<file path="src/rtl/pu_read_buffer.sv">
// -----------------------------------------------------------------------------
// pu_read_buffer
//   Width-converting read buffer between a wide memory port and a processing
//   unit (PU). Each memory word carries RATIO PU words (PU word 0 in the low
//   bits). The memory side pushes whole memory words. The PU side pops one PU
//   word per accepted request, and the popped word is registered on read_data.
//
// Ports
//   clk         : single clock; all state changes on the rising edge
//   reset       : synchronous active-high reset (highest priority)
//   clear       : synchronous flush of buffered words between layers
//   wr_req      : memory-side write strobe
//   wr_data     : memory word, MEM_WIDTH bits
//   wr_ready    : a memory word can be accepted this cycle
//   read_req    : PU pop strobe
//   read_ready  : at least one PU word is available
//   read_data   : registered PU word, valid the cycle after an accepted pop
//   fill_count  : number of PU words available
//   overflow    : sticky, set by a write attempt while full
//   underflow   : sticky, set by a pop attempt while empty
// -----------------------------------------------------------------------------
module pu_read_buffer #(
  parameter int OP_WIDTH   = 16,
  parameter int NUM_PE     = 4,
  parameter int RATIO      = 2,
  parameter int ADDR_WIDTH = 4
) (
  input  logic                                   clk,
  input  logic                                   reset,
  input  logic                                   clear,
  input  logic                                   wr_req,
  input  logic [RATIO*NUM_PE*OP_WIDTH-1:0]       wr_data,
  output logic                                   wr_ready,
  input  logic                                   read_req,
  output logic                                   read_ready,
  output logic [NUM_PE*OP_WIDTH-1:0]             read_data,
  output logic [ADDR_WIDTH+$clog2(RATIO):0]      fill_count,
  output logic                                   overflow,
  output logic                                   underflow
);

  localparam int DATA_WIDTH = NUM_PE * OP_WIDTH;
  localparam int DEPTH      = 2 ** ADDR_WIDTH;
  localparam int LOG_R      = $clog2(RATIO);
  localparam int SUB_W      = (LOG_R > 0) ? LOG_R : 1;
  localparam int CNT_W      = ADDR_WIDTH + 1;
  localparam int FC_W       = ADDR_WIDTH + LOG_R + 1;

  // Storage: each entry is one memory word viewed as RATIO PU words.
  logic [RATIO-1:0][DATA_WIDTH-1:0] mem_q [DEPTH];

  logic [ADDR_WIDTH-1:0] wr_ptr_q, wr_ptr_d;
  logic [ADDR_WIDTH-1:0] rd_ptr_q, rd_ptr_d;
  logic [CNT_W-1:0]      count_q, count_d;
  logic [SUB_W-1:0]      sub_idx_q, sub_idx_d;
  logic [DATA_WIDTH-1:0] read_data_q, read_data_d;
  logic                  overflow_q, overflow_d;
  logic                  underflow_q, underflow_d;

  logic wr_acc;
  logic rd_acc;
  logic rd_free;
  logic sub_last;

  // Status is derived purely from registered state, so neither request
  // strobe has a combinational path to the ready outputs. A pop that frees
  // an entry while full therefore cannot raise wr_ready in the same cycle.
  assign wr_ready   = (count_q < CNT_W'(DEPTH));
  assign fill_count = (FC_W'(count_q) << LOG_R) - FC_W'(sub_idx_q);
  assign read_ready = (fill_count != '0);
  assign sub_last   = (sub_idx_q == SUB_W'(RATIO - 1));

  assign read_data  = read_data_q;
  assign overflow   = overflow_q;
  assign underflow  = underflow_q;

  always_comb begin
    wr_ptr_d    = wr_ptr_q;
    rd_ptr_d    = rd_ptr_q;
    count_d     = count_q;
    sub_idx_d   = sub_idx_q;
    read_data_d = read_data_q;
    overflow_d  = overflow_q;
    underflow_d = underflow_q;
    wr_acc      = 1'b0;
    rd_acc      = 1'b0;
    rd_free     = 1'b0;

    if (clear) begin
      // Flush discards buffered words and ignores both strobes; read_data
      // and the sticky flags survive so errors from a layer stay visible.
      wr_ptr_d  = '0;
      rd_ptr_d  = '0;
      count_d   = '0;
      sub_idx_d = '0;
    end else begin
      wr_acc = wr_req && wr_ready;
      rd_acc = read_req && read_ready;

      if (wr_req && !wr_ready)    overflow_d  = 1'b1;
      if (read_req && !read_ready) underflow_d = 1'b1;

      if (rd_acc) begin
        read_data_d = mem_q[rd_ptr_q][sub_idx_q];
        if (sub_last) begin
          // Last PU word of this entry consumed: release the entry.
          sub_idx_d = '0;
          rd_ptr_d  = rd_ptr_q + 1'b1;
          rd_free   = 1'b1;
        end else begin
          sub_idx_d = sub_idx_q + 1'b1;
        end
      end

      if (wr_acc) wr_ptr_d = wr_ptr_q + 1'b1;

      count_d = count_q + CNT_W'(wr_acc) - CNT_W'(rd_free);
    end
  end

  always_ff @(posedge clk) begin
    if (reset) begin
      wr_ptr_q    <= '0;
      rd_ptr_q    <= '0;
      count_q     <= '0;
      sub_idx_q   <= '0;
      read_data_q <= '0;
      overflow_q  <= 1'b0;
      underflow_q <= 1'b0;
    end else begin
      wr_ptr_q    <= wr_ptr_d;
      rd_ptr_q    <= rd_ptr_d;
      count_q     <= count_d;
      sub_idx_q   <= sub_idx_d;
      read_data_q <= read_data_d;
      overflow_q  <= overflow_d;
      underflow_q <= underflow_d;
    end
  end

  // Storage array carries no reset; pointers and count define validity.
  always_ff @(posedge clk) begin
    if (!reset && wr_acc) begin
      mem_q[wr_ptr_q] <= wr_data;
    end
  end

endmodule
</file>
<file path="config.mk">
export PLATFORM = sky130hd
export DESIGN_NAME = pu_read_buffer
export DESIGN_NICKNAME = d
export VERILOG_FILES = /design/src/rtl/pu_read_buffer.sv
export SDC_FILE = /design/constraint.sdc
export NUM_CORES = 2
export LEC_CHECK = 0
export BUFFER_PORTS_ARGS = -buffer_cell sky130_fd_sc_hd__clkbuf_2
export CORE_MARGIN = 2
export CORE_UTILIZATION = 50
export CTS_CLUSTER_SIZE = 14
export DETAILED_ROUTE_END_ITERATION = 8
export GPL_ROUTABILITY_DRIVEN = 0
export HOLD_SLACK_MARGIN = 0.03
export PLACE_DENSITY = 0.65
export SYNTH_ARGS = -nofsm -noshare
export SYNTH_HDL_FRONTEND = slang
export SYNTH_SLANG_ARGS = --single-unit
</file>
<file path="constraint.sdc">
create_clock -name clk -period 15.95 [get_ports clk]
set_clock_uncertainty 0.2 [all_clocks]
set_input_delay 2.3925 -clock clk [delete_from_list [all_inputs] [get_ports clk]]
set_output_delay 2.3925 -clock clk [all_outputs]
set_load 0.02 [all_outputs]
</file>
==> results_dict.tcl <==
set metrics [dict create \
    status "finished clean" \
    cts-root-buf "clkbuf_16" \
    ant_nets 0 \
    wl_mm 195 \
    grt_start_max_net_pins 129 \
    numCtsBuffers 202 \
    critPathMostFrequentCell "buf_4" \
    synth_ff_type "edfxtp_1" \
    yosys.area_share.xor_xnor_pct 0.140 \
    finish.net_count 4233 \
    path_class "in -> reg" \
    crit_arrival_ns 6.86 \
    cts_buffer_depth 3 \
    antenna_found_initial 26 \
    yosys.area_share.simple_pct 1.48 \
    layout-drive-gt1-share_pct 28.9 \
    post_drt_wl_per_cell_um 30.3 \
    grt_pass1_vias 39711 \
    maxCapViolCount 0 \
    grt_pass1_wl_mm 281 \
    initial_utilization_pct 50.4 \
    r2r-end "read_data[18]" \
    synth_cell_types 49 \
    dieHeight_um 407 \
    cp-startpoint "reset" \
    critPathBufInv 5 \
    ys_ff_latch 2132 \
    hpwl_mm 105 \
    fin_crit_ns 6.61 \
    synthTopCellsByArea "edfxtp_1 (76%), mux4_2 (11%), mux2_2 (3.2%)" \
    cts-resized-gates 0 \
    core_area_um2 161000 \
    dr.first_iter.drc_count 4721 \
    vdd.ir_drop.worst_uv 106 \
    placementRows 147 \
    dieArea_um2 166000 \
    worst_hold_path.num_cells 2 \
    yosysSeqAreaShare_pct 77.8 \
    yosys_warnings 0 \
    synth_edf_count 2048 \
    ios 207 \
    clock_latency_ns 0.83 \
    drc_errors 0 \
    fill_cells 11760 \
    min_to "read_data[0]" \
    crit_family "buffers and inverters" \
    holdWs_ns 0.257 \
    fin_crit_sh_pct 41.4 \
    fmax_ghz 0.151 \
    cts.clk_slew.worst_paths_ns 0.06 \
    worstHoldPathType "reg -> reg" \
    min_from "read_data[0]" \
    io_buffers 206 \
    synth_top_family_by_area "multiplexers" \
    crit_path_start_kind "input port" \
    grt.overflow.total 0 \
    reg2reg_depth 8 \
    vias 39387 \
    cp_cell_sequence "clkbuf_2 -> clkinv_2 -> nand2_1 -> or3_1 -> nor2_4 -> buf_4 -> buf_4 -> buf_4" \
    finalSetupViolCount 0 \
    worstMarginPinSlew_ns 1.40 \
    critical-path-slowest-cell "buf_4" \
    rrSetupSlack_ns 10.71 \
    cp.required_ns 16.20 \
    crit_fanout 47 \
    via_per_inst 6.13 \
    synth_nets 3973 \
    async_flop_share_pct 0 \
    powerDensity_nw_per_um2 125 \
    syn_area_um2 81200 \
    yosysTopAreaCell "edfxtp_1" \
    rsz0062_at_grt "no" \
    crit_path_end_kind "flip-flop" \
    tns_ns 0 \
    power_leakage_nw 28.1 \
    globalRouteTotalUtil_pct 23.8 \
    cts_max_level 4 \
    syn2layout_area_growth_pct 12.6 \
    cts_tree "built" \
    postSynthAreaPerCell_um2 21.2 \
    max_slew_margin_pct 6.13 \
    cts_hold_buf 0 \
    drtPass1Iterations 5 \
    cts_sinks 2132 \
    post-cts-setup-buffers 0 \
    synth_compound_area_share_pct 3.31 \
    synth_fa_ha_area_share_pct 0.271 \
    synthMuxAreaShare_pct 15.7 \
    die_x_um 407 \
    synthCells 3823 \
    hold_viol_final 0 \
    synth_top_area_share_pct 75.8 \
    slowest_delay_ns 0.82 \
    finalMaxSlewViolations 0 \
]
## layout make-up
type                       count  area, um^2  area share [%]
clock buffer                 283        5550            6.07
inverter                      16        61.3          0.0671
tap                         2160        2700            2.96
antenna                        7        17.5          0.0192
clock inverter                94        1010            1.11
multi-input combinational   1450       17200            18.8
timing repair buffer         281        1710            1.87
sequential                  2132       63200            69.1
## Yosys cell counts (2+ instances only)
cell	count
edfxtp_1	2048
mux4_2	398
mux2_2	228
nor2_1	152
o22ai_1	133
mux2i_1	118
o31ai_1	116
clkbuf_1	110
dfxtp_1	84
buf_2	71
nor3_1	64
a21oi_1	62
a22oi_1	58
buf_1	36
nand2_1	22
ha_1	16
inv_1	16
o21ai_0	14
nand2b_1	8
xnor2_1	8
buf_6	6
o2111ai_1	6
o221ai_1	6
xor2_1	5
nand3_1	3
or2_2	3
or3_1	3
and2_1	2
buf_4	2
nand3b_1	2
nand4_1	2
nor2b_1	2
o211ai_1	2
o21ai_1	2
## kinds of logic after synthesis
logic type,Yosys count
AO/OA/AOI/OAI,404
XOR/XNOR,13
multiplexers,745
buffers and inverters,241
adder cells (fa/ha/maj),17
AND/OR/NAND/NOR,271
flip-flops,2132
## metrics by stage
step / utilization (%) / worst slack [ns] / cells / cell area, um^2 / power, mW
after floorplan: - / 6.66 / 3823 / 81200 / 6.56
after global placement: 52.7 / 8.59 / 6039 / 84800 / 6.79
after detailed placement: 52.7 / 8.51 / 6039 / 84800 / 6.80
final: 56.8 / 9.34 / 6423 / 91400 / 11.4
after CTS: 56.8 / 9.38 / 6416 / 91400 / 11.5
after global routing: 56.8 / 9.17 / 6417 / 91400 / 11.7
## routing by layer
metal,vias to the layer above,track usage (%),wire (um)
met5,-,0,139
met4,22,6.05,3900
met3,253,5.78,16600
met2,1508,36.4,91300
met1,21120,34.7,82800
li1,16484,-,-
## sequential cells by signal (all words and copies together), names as in the netlist, named ones only
| name | flops |
|---|---|
| overflow | 1 |
| count_q | 5 |
| wr_ptr_q | 4 |
| sub_idx_q | 1 |
| underflow | 1 |
| read_data | 64 |
| rd_ptr_q | 4 |
| mem_q | 2048 |
## tightest hold or removal path: stages, from the launching register on
cell and delay (ns):
dfxtp_1 0.31, nand2_1 0.05, o21ai_0 0.06
## layout by cell type, fill, tap and decap left out, types with 3 or more instances in the layout
cell and count:
a22oi_1 58, o31ai_2 5, buf_4 66, or2_4 3, clkinv_1 35, dfxtp_1 80, o22ai_1 133, nand2b_4 3
nand2b_1 5, dfxtp_4 4, clkinvlp_4 3, clkbuf_1 63, xor2_1 5, nor2_4 16, xnor2_1 8, inv_1 15
nand3_1 3, o221ai_1 6, o31ai_1 111, a21oi_1 62, nor3_1 64, nand2_1 20, clkinv_2 24, clkbuf_2 206
clkbuf_16 203, diode_2 7, inv_6 7, or3_1 3, o2111ai_1 6, clkbuf_8 17, nor2_1 136, mux4_2 398
mux2i_1 118, clkinv_8 5, bufinv_16 18, buf_12 9, ha_1 16, edfxtp_1 2048, mux2_2 228, o21ai_0 14
## worst max path at each step
stage / endpoint / cells past startpoint
after floorplan: mem_q[0][0] / 5
after global placement: mem_q[1][58] / 8
after detailed placement: mem_q[1][58] / 8
after CTS: mem_q[1][39] / 8
after global routing: mem_q[1][39] / 8
final: mem_q[1][58] / 8
## power breakdown
| group | leakage, nW | switching (mW) | internal (mW) | total, mW |
|---|---|---|---|---|
| Combinational | 5.76 | 0.335 | 0.133 | 0.468 |
| Sequential | 19.1 | 0.0337 | 6.18 | 6.22 |
| Clock | 3.19 | 2.03 | 2.72 | 4.75 |
Note: power is estimated with default switching activity, not from simulation.
